<file path="src/rtl/useq_ctrl.sv">
// useq_ctrl -- writable microprogram sequencer for the multicycle CPU datapath.
//
// A loadable micro-ROM supplies one microword per cycle. Each microword holds a
// sequencing field, a memory-wait flag, an interrupt-check flag and the raw
// control vector for the datapath. Two opcode-indexed dispatch tables give the
// targets for decode-style branches.
//
// Microword layout (UWORD_W = CTRL_W+4):
//   [UWORD_W-1:UWORD_W-2] SEQ    0 = upc+1, 1 = DISP1[opcode], 2 = DISP2[opcode], 3 = fetch (0)
//   [CTRL_W+1]            WAIT   stall while MIO_ready is low
//   [CTRL_W]              INTCHK a fetch from this word may enter the interrupt vector
//   [CTRL_W-1:0]          CTRL   control vector driven to the datapath
//
// Ports:
//   clk, reset            clock; synchronous active-high reset
//   MIO_ready             memory/IO ready; low stalls WAIT-marked microwords
//   INT                   interrupt request, rising edge latched
//   opcode                dispatch index (IR[31:26])
//   ucode_we/addr/wdata   micro-ROM write port
//   disp_we/sel/idx/wdata dispatch table write port (sel 0 = table 1, 1 = table 2)
//   ctrl                  CTRL field of urom[upc]
//   upc                   current micro-PC
//   stall                 WAIT & ~MIO_ready
//   int_ack               one-cycle pulse in the cycle after interrupt entry
module useq_ctrl #(
   parameter int                 UADDR_W = 5,
   parameter int                 CTRL_W  = 16,
   parameter logic [UADDR_W-1:0] INT_VEC = 5'd30
) (
   input  logic                 clk,
   input  logic                 reset,
   input  logic                 MIO_ready,
   input  logic                 INT,
   input  logic [5:0]           opcode,
   input  logic                 ucode_we,
   input  logic [UADDR_W-1:0]   ucode_addr,
   input  logic [CTRL_W+3:0]    ucode_wdata,
   input  logic                 disp_we,
   input  logic                 disp_sel,
   input  logic [5:0]           disp_idx,
   input  logic [UADDR_W-1:0]   disp_wdata,
   output logic [CTRL_W-1:0]    ctrl,
   output logic [UADDR_W-1:0]   upc,
   output logic                 stall,
   output logic                 int_ack
);

   localparam int UWORD_W = CTRL_W + 4;
   localparam int DEPTH   = 2**UADDR_W;

   typedef enum logic [1:0] {
      SEQ_NEXT  = 2'd0,
      SEQ_DISP1 = 2'd1,
      SEQ_DISP2 = 2'd2,
      SEQ_FETCH = 2'd3
   } seq_e;

   // Storage: combinational read, registered write, untouched by reset.
   logic [UWORD_W-1:0] urom  [DEPTH];
   logic [UADDR_W-1:0] disp1 [64];
   logic [UADDR_W-1:0] disp2 [64];

   logic [UWORD_W-1:0] uword;
   seq_e               seq;
   logic               wait_f;
   logic               intchk;

   logic               int_pending;
   logic               int_d;
   logic               int_rise;
   logic               take_int;
   logic               pend_nxt;
   logic [UADDR_W-1:0] upc_nxt;

   always_ff @(posedge clk) begin
      if (ucode_we)
         urom[ucode_addr] <= ucode_wdata;
      if (disp_we) begin
         if (disp_sel)
            disp2[disp_idx] <= disp_wdata;
         else
            disp1[disp_idx] <= disp_wdata;
      end
   end

   // Field decode of the current microword
   assign uword  = urom[upc];
   assign seq    = seq_e'(uword[UWORD_W-1 -: 2]);
   assign wait_f = uword[CTRL_W+1];
   assign intchk = uword[CTRL_W];
   assign ctrl   = uword[CTRL_W-1:0];
   assign stall  = wait_f & ~MIO_ready;

   always_ff @(posedge clk) begin
      if (reset) begin
         upc         <= '0;
         int_pending <= 1'b0;
         int_d       <= 1'b0;
         int_ack     <= 1'b0;
      end else begin
         upc         <= upc_nxt;
         int_pending <= pend_nxt;
         int_d       <= INT;
         int_ack     <= take_int;
      end
   end

   always_comb begin
      int_rise = INT & ~int_d;
      // Interrupts are only entered at an unstalled fetch that allows them.
      take_int = ~stall & (seq == SEQ_FETCH) & intchk & int_pending;
      // A new edge arriving in the same cycle as a take keeps the request alive.
      pend_nxt = int_rise | (int_pending & ~take_int);

      upc_nxt = upc;
      if (stall) begin
         upc_nxt = upc;
      end else if (take_int) begin
         upc_nxt = INT_VEC;
      end else begin
         case (seq)
            SEQ_NEXT:  upc_nxt = upc + UADDR_W'(1);
            SEQ_DISP1: upc_nxt = disp1[opcode];
            SEQ_DISP2: upc_nxt = disp2[opcode];
            SEQ_FETCH: upc_nxt = '0;
            default:   upc_nxt = '0;
         endcase
      end
   end

endmodule

</file>
<file path="config.mk">
export PLATFORM = sky130hd
export DESIGN_NAME = useq_ctrl
export DESIGN_NICKNAME = d
export VERILOG_FILES = /design/src/rtl/useq_ctrl.sv
export SDC_FILE = /design/constraint.sdc
export NUM_CORES = 1
export LEC_CHECK = 0
export ABC_CLOCK_PERIOD_IN_PS = 4800
export CELL_PAD_IN_SITES_DETAIL_PLACEMENT = 1
export CELL_PAD_IN_SITES_GLOBAL_PLACEMENT = 1
export CORE_UTILIZATION = 60
export DETAILED_ROUTE_END_ITERATION = 8
export PLACE_DENSITY_LB_ADDON = 0.1
export SLEW_MARGIN = 20
export SYNTH_ARGS = -nofsm -noshare
export SYNTH_HDL_FRONTEND = slang
export SYNTH_SLANG_ARGS = --single-unit
</file>
<file path="constraint.sdc">
create_clock -name clk -period 4.8 [get_ports clk]
set_input_delay 0.48 -clock clk [delete_from_list [all_inputs] [get_ports clk]]
set_output_delay 0.48 -clock clk [all_outputs]
set_load 0.02 [all_outputs]
</file>
After elaboration in Yosys (flattened, before gate mapping)
Memories as Yosys holds them, arrays and structs flattened. A register that Yosys moved wholly into a read port is not among the register bits.
Index checks and enable logic that the tools add are counted.

storage, ports and cells
  register bits = 8
  bits in writable memories = 1280
  logic and storage cells = 35
  memories kept = 3

cells by class
  $add $sub $neg = 1
  eq/ne operators = 3
  muxes and demuxes = 12
  bitwise logic cells = 11
  reduce and logical (&&, ||, !) cells = 1

memory list
  name   depth  bits a word  read ports  clocked after memory_dff  wr ports  line  source
  urom   32     20           1           1                         1         59    logic [UWORD_W-1:0] urom [DEPTH];
  disp1  64     5            1           0                         1         60    logic [UADDR_W-1:0] disp1 [64];
  disp2  64     5            1           0                         1         61    logic [UADDR_W-1:0] disp2 [64];

operators by type and width
  cell                                                 number
  one-hot mux 5 bit (4 select lines)                   1
  2-to-1 mux 5 bit                                     3
  2-to-1 mux 1 bit                                     8
  bitwise AND 1 bit                                    6
  adder 5 x 1 -> 5 bit, second input constant          1
  equality test 2 bit, second input constant           2
  NOT 1 bit                                            4
  equality test 2 x 1 -> 1 bit, second input constant  1
  zero test 2 bit                                      1
  bitwise OR 1 bit                                     1

Depth between registers and ports, before layout
  depth in word-level cells = 9
  gate-level depth with buffers = 11
  gate-level depth less buffers = 7

Worst setup path before layout
Ideal clock, no wire load.

  kind = flip-flop to output port
  from = register (tool-made name)
  to = output ctrl[0]
  arrival time = 2500 ps
  data required time = 4320 ps
  setup slack = 1820 ps
  cell stages (with the launch flop) = 8
  path buffers = 4
  cell sequence = dfxtp_1 clkbuf_1 buf_2 clkbuf_1 clkbuf_1 mux4_2 mux4_2 mux2_2

RTL lines
  what           line  source
  end, declared  42    output logic [CTRL_W-1:0] ctrl,

==> results.toml <==
[yosys]
synth_cell_types = 57
synth_area_leader_cell = "edfxtp_1"
yosys-top-cells-area = "edfxtp_1 76%, mux4_2 15%, nor2_1 1.3%"
ys_warn_count = 0
async_reset_ff_share_pct = 0
synthTopCellsByCount = "1280 x edfxtp_1, 345 x mux4_2, 175 x nor2_1"
synth_seq_cells = 1293
yosysMostFrequentCell = "edfxtp_1"
synth-edff-count = 1280
syn-num-nets = 2328
yosysTopAreaCellShare_pct = 76.2
syn-cell-area_sq_um = 50400
synth.yosys.seq_area_share_pct = 76.8
synth_flop_cell = "edfxtp_1"
syn_inst = 2278
syn_area_per_cell_sq_um = 22.1

[routing]
antenna_left = 0
wire_per_inst_um = 35.6
drtIter0Drc = 2663
dr.pass1.iters = 5
via_count = 24500
viasPerCell = 6.79
drc = 0
wl_mm = 128

[setup_path]
cp.required_ps = 4320
cp_top_family = "buffers and inverters"
endpoint = "stall"
arrival_ps = 3910
crit_chain = "buf_4, a211oi_1, a21oi_1, a32o_1, clkdlybuf4s50_1"
startpoint_type = "register"
cpPeakStageDelay_ps = 1030
cp.depth = 5
worstSetupEndpointType = "output port"
critPathBufInv = 2
r2r_slack_ps = 1230
r2r_cells = 7
critical_path_class = "reg -> out"
cp_slowest_cell = "dfxtp_4"
crit_fanout = 44

[cells_and_area]
syn_to_final_growth_pct = 12.7
fillers = 6235
layout-drive-gt1-share_pct = 26.7
num-nets-final = 2484
multiInputGateArea_sq_um = 11100
ff_latch_area_sq_um = 38700

[timing]
finalCriticalPeriod_ps = 4390
tns_ps = 0
min_period_over_period_pct = 91.5
fin_ws_ps = 408
final-hold-violation-count = 0
rsz0062_at_grt = "no"
max_slew_margin_pct = 24.4
max_freq_mhz = 228
setup_viol = 0
worst_slew_pin_slew_ps = 1130
finalClockSkew_ps = 24.0
slew_viol_final = 0

[placement]
gp_congestion = 0.845
hpwlAfterDp_mm = 77.3
port_buffers = 71
pre_cts_ws_ps = 1140

[pwr]
leakagePower_nw = 17.5
power.density_nw_per_um2 = 470
finalPower_mw = 26.7
ir_drop_mv = 0.451

[grt]
grt_overflow = 0
grt_usage_pct = 30.9
grt_max_degree = 98
grt_pass1_vias = 26100
grt_pass1_wl_mm = 185
antenna_found_initial = 10

[job]
drv_cap = 0

[clock_network]
cts_hold_buffers = 0
cts_root_buffer = "clkbuf_16"
cts_tree = "yes"
cts_resized = 0
postCtsSetupRepairBufs = 0
clock_latency_ps = 740
numClockSinks = 1293
h-tree-depth = 4
numCtsBuffers = 130
clk_pin_slew_ps = 60
clock_path_buffers = 3

[floorplan]
fp.coreArea_sq_um = 82600
die_area_sq_um = 85200
die_w_um = 292
start_util_pct = 61.0
io_pins = 72
die_y_um = 292
rows = 105

[outcome]
status = "finished clean"

[worst_hold_path]
holdCritPathClass = "in -> reg"
routing by layer:
layer / wire, um / GRT usage (%) / vias up
met5: 80 / 0 / -
met3: 9080 / 5.85 / 231
met4: 3760 / 10.1 / 14
met2: 66100 / 52.4 / 1107
met1: 49300 / 41.0 / 13300
li1: - / - / 9856
report_power, final:
group          leakage, nW  switching, mW  internal, mW
Combinational         3.88           1.99          1.85
Clock                 2.02           4.34          5.63
Sequential            11.6          0.319          12.5
Total                 17.5           6.65          20.0
cell usage in the layout (no fill, tap or decap), types with 5 or more instances in the layout:
cell type and instances:
bufinv_16 10, nor2_2 32, a211oi_1 8, clkbuf_1 26, o21ai_1 5, a32oi_1 6, nand3_1 24, clkinv_1 35
clkdlybuf4s50_1 62, buf_4 63, a22oi_1 16, mux2i_1 50, dfxtp_1 8, edfxtp_1 1280, clkbuf_16 131, a21oi_1 13
o211ai_1 5, mux4_1 11, mux2_2 21, mux4_2 345, o31a_1 5, nor2_1 143, inv_1 13, nand2_1 56
clkinv_2 14, nand3b_1 12, nand2b_1 13, nor2b_1 17, buf_12 16, or3b_2 6, a311oi_1 6
sequential cells by signal (all words and copies together), names as in the netlist, named ones only:
| signal | count |
|---|---|
| disp1 | 320 |
| disp2 | 320 |
| int_ack | 1 |
| int_d | 1 |
| int_pending | 1 |
| upc | 5 |
| urom | 640 |
worst reg2reg max path, cell delays in order (launching register included):
cell,delay [ps]
dfxtp_4,1030
nor2b_1,410
a22oi_1,330
nand2_1,120
o31ai_2,570
nor2_1,300
a211oi_1,510
o31a_1,230
worst min-delay path by stage:
| stage | from | endpoint | slack (ps) | cells past startpoint |
|---|---|---|---|---|
| floorplan | int_pending | int_pending | 460 | 2 |
| global placement | int_pending | int_pending | 480 | 2 |
| detailed placement | int_pending | int_pending | 490 | 2 |
| CTS | disp_wdata[1] | disp2[55][1] | 330 | 1 |
| global route | ucode_wdata[19] | urom[9][19] | 300 | 1 |
| finish | ucode_wdata[19] | urom[9][19] | 280 | 1 |
logic make-up (layout without fill, tap and decap cells):
kind of cell               count (synthesis)  after routing  share of synthesized area (%)
DFF                                     1293           1293                           76.8
muxes                                    427            427                           17.4
and+or+nand+nor                          323            323                           2.85
buffers and inverters                    138            396                           1.44
AOI/OAI and AO/OA                         93             93                           1.42
xor gates and xnor gates                   3              3                         0.0521
adders and majority gates                  1              1                         0.0248
other                                      0              3                              0
through the flow:
stage / instances / cell area (sq um) / hold WS [ps] / util (%)
2_1_floorplan: 2278 / 50400 / 461 / -
3_3_place_gp: 3372 / 52600 / 482 / 63.7
3_5_place_dp: 3372 / 52600 / 485 / 63.7
4_1_cts: 3606 / 56800 / 333 / 68.7
5_1_grt: 3608 / 56800 / 297 / 68.7
6_report: 3609 / 56800 / 279 / 68.7
cell type report:
cell class	count	area share, %
inverters	17	0.112
repair buffers	145	2.55
clock buffers	158	5.97
clock inverters	76	1.36
diodes	3	0.0132
flip-flops and latches	1293	68.2
multi-input cells	847	19.5
well taps	1070	2.36
Note: power is estimated with default switching activity, not from simulation.
